**config.mk**
```make
export PLATFORM = sky130hd
export DESIGN_NAME = forwarding_scoreboard
export DESIGN_NICKNAME = d
export VERILOG_FILES = /design/src/rtl/forwarding_scoreboard_pkg.sv /design/src/rtl/forwarding_scoreboard_fwd_select.sv /design/src/rtl/forwarding_scoreboard.sv
export SDC_FILE = /design/constraint.sdc
export NUM_CORES = 1
export LEC_CHECK = 0
export CAP_MARGIN = 20
export CORE_MARGIN = 10
export CORE_UTILIZATION = 36
export CTS_CLUSTER_DIAMETER = 120
export DETAILED_ROUTE_END_ITERATION = 10
export PLACE_DENSITY = 0.57
export RECOVER_POWER = 25
export REMOVE_ABC_BUFFERS = 1
export SLEW_MARGIN = 0
export SYNTH_ARGS = -nofsm -noshare
export SYNTH_HDL_FRONTEND = slang
export SYNTH_HIERARCHICAL = 1
export SYNTH_SLANG_ARGS = --single-unit
```
**constraint.sdc**
```tcl
create_clock -name clk_i -period 5.09 [get_ports clk_i]
set_input_delay 1.527 -clock clk_i [delete_from_list [all_inputs] [get_ports clk_i]]
set_output_delay 1.527 -clock clk_i [all_outputs]
set_load 0.02 [all_outputs]
```
**src/rtl/forwarding_scoreboard_pkg.sv**
```systemverilog
// rtl/forwarding_scoreboard_pkg.sv - shared CPU constants and forwarding select encodings
package forwarding_scoreboard_pkg;

    localparam int NREG_DEFAULT   = 32;
    localparam int MAXLAT_DEFAULT = 8;

    typedef enum logic [1:0] {
        SEL_RF  = 2'b00,
        SEL_WB  = 2'b01,
        SEL_MEM = 2'b10,
        SEL_LL  = 2'b11
    } fwd_sel_e;

endpackage

```
**src/rtl/forwarding_scoreboard_fwd_select.sv**
```systemverilog
// rtl/forwarding_scoreboard_fwd_select.sv - per-operand EX forwarding mux select
module fwd_select
    import forwarding_scoreboard_pkg::*;
#(
    parameter  int NREG = NREG_DEFAULT,
    localparam int AW   = $clog2(NREG)
) (
    input  logic [AW-1:0]   ex_rs,
    input  logic            mem_regwrite,
    input  logic [AW-1:0]   mem_rd,
    input  logic            wb_regwrite,
    input  logic [AW-1:0]   wb_rd,
    input  logic [NREG-1:0] ll_ready,
    output logic [1:0]      sel
);

    // Youngest producer wins: MEM, then the LL result bus, then WB, else regfile
    always_comb begin
        sel = SEL_RF;
        if (mem_regwrite && (mem_rd != '0) && (mem_rd == ex_rs)) begin
            sel = SEL_MEM;
        end else if (ll_ready[ex_rs]) begin
            sel = SEL_LL;
        end else if (wb_regwrite && (wb_rd != '0) && (wb_rd == ex_rs)) begin
            sel = SEL_WB;
        end
    end

endmodule

```
**src/rtl/forwarding_scoreboard.sv**
```systemverilog
// rtl/forwarding_scoreboard.sv - hazard scoreboard with load-use and long-latency tracking
module forwarding_scoreboard
    import forwarding_scoreboard_pkg::*;
#(
    parameter  int NREG   = NREG_DEFAULT,
    parameter  int MAXLAT = MAXLAT_DEFAULT,
    localparam int AW     = $clog2(NREG),
    localparam int LW     = $clog2(MAXLAT + 1)
) (
    input  logic            clk_i,
    input  logic            rst_i,
    input  logic [AW-1:0]   id_rs1_i,
    input  logic [AW-1:0]   id_rs2_i,
    input  logic [AW-1:0]   ex_rs1_i,
    input  logic [AW-1:0]   ex_rs2_i,
    input  logic            ex_memread_i,
    input  logic [AW-1:0]   ex_rd_i,
    input  logic            mem_regwrite_i,
    input  logic [AW-1:0]   mem_rd_i,
    input  logic            wb_regwrite_i,
    input  logic [AW-1:0]   wb_rd_i,
    input  logic            issue_valid_i,
    input  logic [AW-1:0]   issue_rd_i,
    input  logic [LW-1:0]   issue_lat_i,
    output logic [1:0]      fa_o,
    output logic [1:0]      fb_o,
    output logic            stall_o,
    output logic [NREG-1:0] busy_o
);

    // cnt[r] counts down to the cycle r's LL result is on the bus (cnt == 1)
    logic [LW-1:0]   cnt [NREG];
    logic [LW-1:0]   issue_lat_eff;
    logic [NREG-1:0] ll_ready;
    logic            load_use;
    logic            ll_use;
    logic            issue_use;

    // A zero latency still needs one cycle on the bus; anything longer saturates
    always_comb begin
        issue_lat_eff = issue_lat_i;
        if (issue_lat_i == '0) begin
            issue_lat_eff = LW'(1);
        end else if (issue_lat_i > LW'(MAXLAT)) begin
            issue_lat_eff = LW'(MAXLAT);
        end
    end

    // Countdown per register; a new issue to the same rd replaces the old one
    always_ff @(posedge clk_i or posedge rst_i) begin
        if (rst_i) begin
            for (int r = 0; r < NREG; r++) begin
                cnt[r] <= '0;
            end
        end else begin
            cnt[0] <= '0;
            for (int r = 1; r < NREG; r++) begin
                if (issue_valid_i && (issue_rd_i == AW'(r))) begin
                    cnt[r] <= issue_lat_eff;
                end else if (cnt[r] != '0) begin
                    cnt[r] <= cnt[r] - LW'(1);
                end
            end
        end
    end

    // Pending and on-the-bus flags, decoded straight from the counters
    always_comb begin
        for (int r = 0; r < NREG; r++) begin
            busy_o[r]   = (cnt[r] != '0);
            ll_ready[r] = (cnt[r] == LW'(1));
        end
    end

    // Stall when ID would reach EX before its producer can be forwarded
    always_comb begin
        load_use  = ex_memread_i && (ex_rd_i != '0) &&
                    ((ex_rd_i == id_rs1_i) || (ex_rd_i == id_rs2_i));
        ll_use    = ((id_rs1_i != '0) && (32'(cnt[id_rs1_i]) >= 32'd3)) ||
                    ((id_rs2_i != '0) && (32'(cnt[id_rs2_i]) >= 32'd3));
        issue_use = issue_valid_i && (issue_rd_i != '0) &&
                    ((issue_rd_i == id_rs1_i) || (issue_rd_i == id_rs2_i)) &&
                    (32'(issue_lat_eff) >= 32'd2);
        stall_o   = load_use || ll_use || issue_use;
    end

    fwd_select #(.NREG(NREG)) u_fwd_a (
        .ex_rs        (ex_rs1_i),
        .mem_regwrite (mem_regwrite_i),
        .mem_rd       (mem_rd_i),
        .wb_regwrite  (wb_regwrite_i),
        .wb_rd        (wb_rd_i),
        .ll_ready     (ll_ready),
        .sel          (fa_o)
    );

    fwd_select #(.NREG(NREG)) u_fwd_b (
        .ex_rs        (ex_rs2_i),
        .mem_regwrite (mem_regwrite_i),
        .mem_rd       (mem_rd_i),
        .wb_regwrite  (wb_regwrite_i),
        .wb_rd        (wb_rd_i),
        .ll_ready     (ll_ready),
        .sel          (fb_o)
    );

endmodule

```
==> results_dict.tcl <==
set metrics [dict create \
    postSynthCellCount 1155 \
    numCtsBuffers 17 \
    slew_violations 50 \
    synth_cell_types 49 \
    synth_most_common_cell "nand2_1" \
    violations "capacitance limit, slew limit" \
    p_seq_share_pct 30.5 \
    cpPeakStageDelay_ps 650 \
    cp-end-kind "output pin" \
    p_leak_nw 5.55 \
    crit_slowest_cell "clkdlybuf4s50_1" \
    die_h_um 185 \
    dieArea_um2 34100 \
    avgSynthCellArea_um2 8.46 \
    via_per_inst 5.44 \
    synthMuxAreaShare_pct 5.79 \
    synthSimpleGateAreaFrac_pct 19.6 \
    cts_tree "done" \
    start_util_pct 36.4 \
    reg.largest.list "cnt (124)" \
    tightest_slew_ps 2350 \
    setup_viol_count_final 0 \
    netlist_area_um2 9770 \
    regArea_um2 3100 \
    crit_buf_inv 2 \
    vias 8910 \
    worst_ep_arrival_time_ps 3560 \
    ys_top_cells_by_count "nand2_1 (141), dfrtp_1 (124), o21ai_0 (100), ha_1 (91), a21oi_1 (82)" \
    syn_to_final_growth_pct 23.7 \
    io_buffers 85 \
    synth-adder-area-share_pct 11.7 \
    status "finished, violations left" \
    crit_family "buffers and inverters" \
    first_iter_violations 624 \
    p_int_mw 3.99 \
    critPathKind "primary input to output pin" \
    async_reset_ff_share_pct 100 \
    dpl.hpwl_mm 21.9 \
    routed_wl_mm 29.9 \
    yosys_warnings 6 \
    p_per_area_nw_per_um2 579 \
    synthFlopType "dfrtp_1" \
    cts_sinks 124 \
    synth_area_leaders "dfrtp_1 (32%), ha_1 (12%), xor2_1 (5.5%), nand2_1 (5.4%), o21ai_0 (5.1%)" \
    htreeDepth 4 \
    cts_root_buf "clkbuf_16" \
    cts_hold_buf 0 \
    fin_skew_ps 7.09 \
    p_clk_share_pct 18.8 \
    drive_above_1_share_pct 9.10 \
    chipWidth_um 185 \
    gp_congestion 0.924 \
    gr-total-overflow 0 \
    ant_nets 0 \
    synth_top_family_by_area "simple AND/OR/NAND/NOR gates" \
    synth_compound_gate_area_share_pct 17.6 \
    timing.final.crit_share_pct 100 \
    cp-startpoint "issue_rd_i[4]" \
    p_sw_share_pct 43.0 \
    synth_edf_count 0 \
    hold_violations 0 \
    p_comb_share_pct 50.7 \
    max_cap_violations 1 \
    ys_seq_area_share_pct 31.8 \
    postPlaceCellArea_um2 11300 \
    fin_area_um2 12100 \
    cts_buffer_depth 2 \
    firstDrtPassIters 5 \
    top_register "cnt" \
    coreArea_um2 26800 \
    largest_reg_flops 124 \
    fin_crit_ps 5090 \
    path_max_fanout 3 \
    grt_max_degree 77 \
    yosys.area.top_type "dfrtp_1" \
    drc 0 \
    hold_start "cnt[77]" \
    grt_usage_pct 17.6 \
    cts_setup_buffers 0 \
    finalCoreUtilization_pct 45.1 \
    n_antenna_cell 0 \
    netlist.area_leader.share_pct 31.8 \
    r2r-start "cnt[0]" \
    switching_power_mw 3.01 \
    drt-wirelength-per-cell_um 18.3 \
    multi_input_area_um2 6290 \
    cp_cell_sequence "clkdlybuf4s50_1, xor2_1, nor3_1, a22oi_1, o32ai_2, nor4_2, nand3_2, buf_6" \
    grt_pass1_wl_mm 47.3 \
    peakVddDrop_mv 0.237 \
    pin_count 87 \
    first_global_vias 8364 \
    rows 60 \
    nFillCells 2634 \
    cp-start-kind "primary input" \
    path_clk_slew_ps 60 \
    synthXorXnorAreaFrac_pct 8.61 \
    fmax_ghz 0.197 \
    min_path_type "register to register" \
    critical_path_required_ps 3560 \
    ys_ff_latch 124 \
    antenna_found_initial 2 \
    max-slew-margin-rel_pct -57.5 \
    clkLatencyLatePin_ps 420 \
    nets 1424 \
]
## final timing paths
| kind | to | slack, ps | depth (start not counted) |
|---|---|---|---|
| max | stall_o | 1 | 8 |
| min | cnt[77] | 590 | 2 |
| max reg2reg | cnt[1] | 3660 | 6 |
| min reg2reg | cnt[77] | 590 | 2 |
| max in group asynchronous | cnt[101] | 830 | 3 |
| min in group asynchronous | cnt[36] | 2190 | 2 |
## layout make-up
cell class / count / area share [%]
Multi-Input combinational cell: 930 / 52.1
Sequential cell: 124 / 25.7
Timing Repair Buffer: 141 / 11.4
Clock buffer: 22 / 3.84
Tap cell: 341 / 3.53
Inverter: 69 / 2.15
Clock inverter: 10 / 1.36
## worst reg2reg max path, stage by stage (launching register included)
cell and delay, ps:
dfrtp_1 420, inv_1 120, ha_1 230, nand2_1 210, nand2_1 100, o211ai_1 100
o21ai_0 110
## per-layer routing
metal  vias to the layer above  track usage [%]  part of all wire [%]
met5                         -                0                 0.040
met1                      4348             24.2                    48
met2                       187             27.9                    45
met3                        40             3.37                   5.4
li1                       4333                -                     -
met4                         2             4.16                   1.9
## logic make-up after synthesis
group / after synthesis
and+or+nand+nor: 408
buffers and inverters: 103
DFF: 124
muxes: 48
other: 1
adders and majority gates: 91
AOI/OAI and AO/OA: 284
xor gates and xnor gates: 96
## stage by stage
stage / setup WS, ps / cells / total power, mW / hold slack [ps] / TNS (ps)
6_report: 1.39 / 1637 / 7.00 / 595 / 0
5_1_grt: -38.2 / 1637 / 7.67 / 623 / -38.2
4_1_cts: -49.9 / 1636 / 6.99 / 596 / -49.9
3_5_place_dp: -627 / 1603 / 5.61 / 577 / -789
3_3_place_gp: -610 / 1603 / 5.53 / 578 / -718
2_1_floorplan: 264 / 1123 / 4.55 / 542 / 0
## layout by cell type, fill, tap and decap left out, types with 6 or more instances in the layout
master	netlist	layout
a22oi_1	11	9
nor2b_1	6	6
inv_1	69	68
xnor2_1	35	35
clkdlybuf4s50_1	0	69
nor2_1	81	81
a2111oi_1	2	7
nand3_1	46	45
xor2_1	61	61
nand2b_1	9	9
a2111oi_2	1	10
or3_1	29	29
clkbuf_16	0	17
dfrtp_1	124	124
and2_1	34	34
buf_4	1	46
nand2_1	141	141
ha_1	91	91
o21ai_0	100	98
a21oi_1	82	82
nor3_1	47	46
mux2i_1	40	40
a211oi_1	30	29
o211ai_1	24	24
dlymetal6s2s_1	0	8
## repair_timing
| action | CTS | global route |
|---|---|---|
| endpoints found under the setup margin | 5 | 1 |
| pin swaps | 7 | 6 |
| gates resized for setup | 28 | 33 |
| gates cloned | 1 | 1 |
## power by group through the flow
stage | sequential [mW] | combinational (mW) | clock (mW)
finish | 2.13 | 3.55 | 1.32
global route | 2.23 | 4.07 | 1.37
CTS | 2.10 | 3.55 | 1.34
detailed placement | 2.10 | 3.51 | 0
global placement | 2.10 | 3.43 | 0
floorplan | 1.94 | 2.61 | 0
Note: power is estimated with default switching activity, not from simulation.
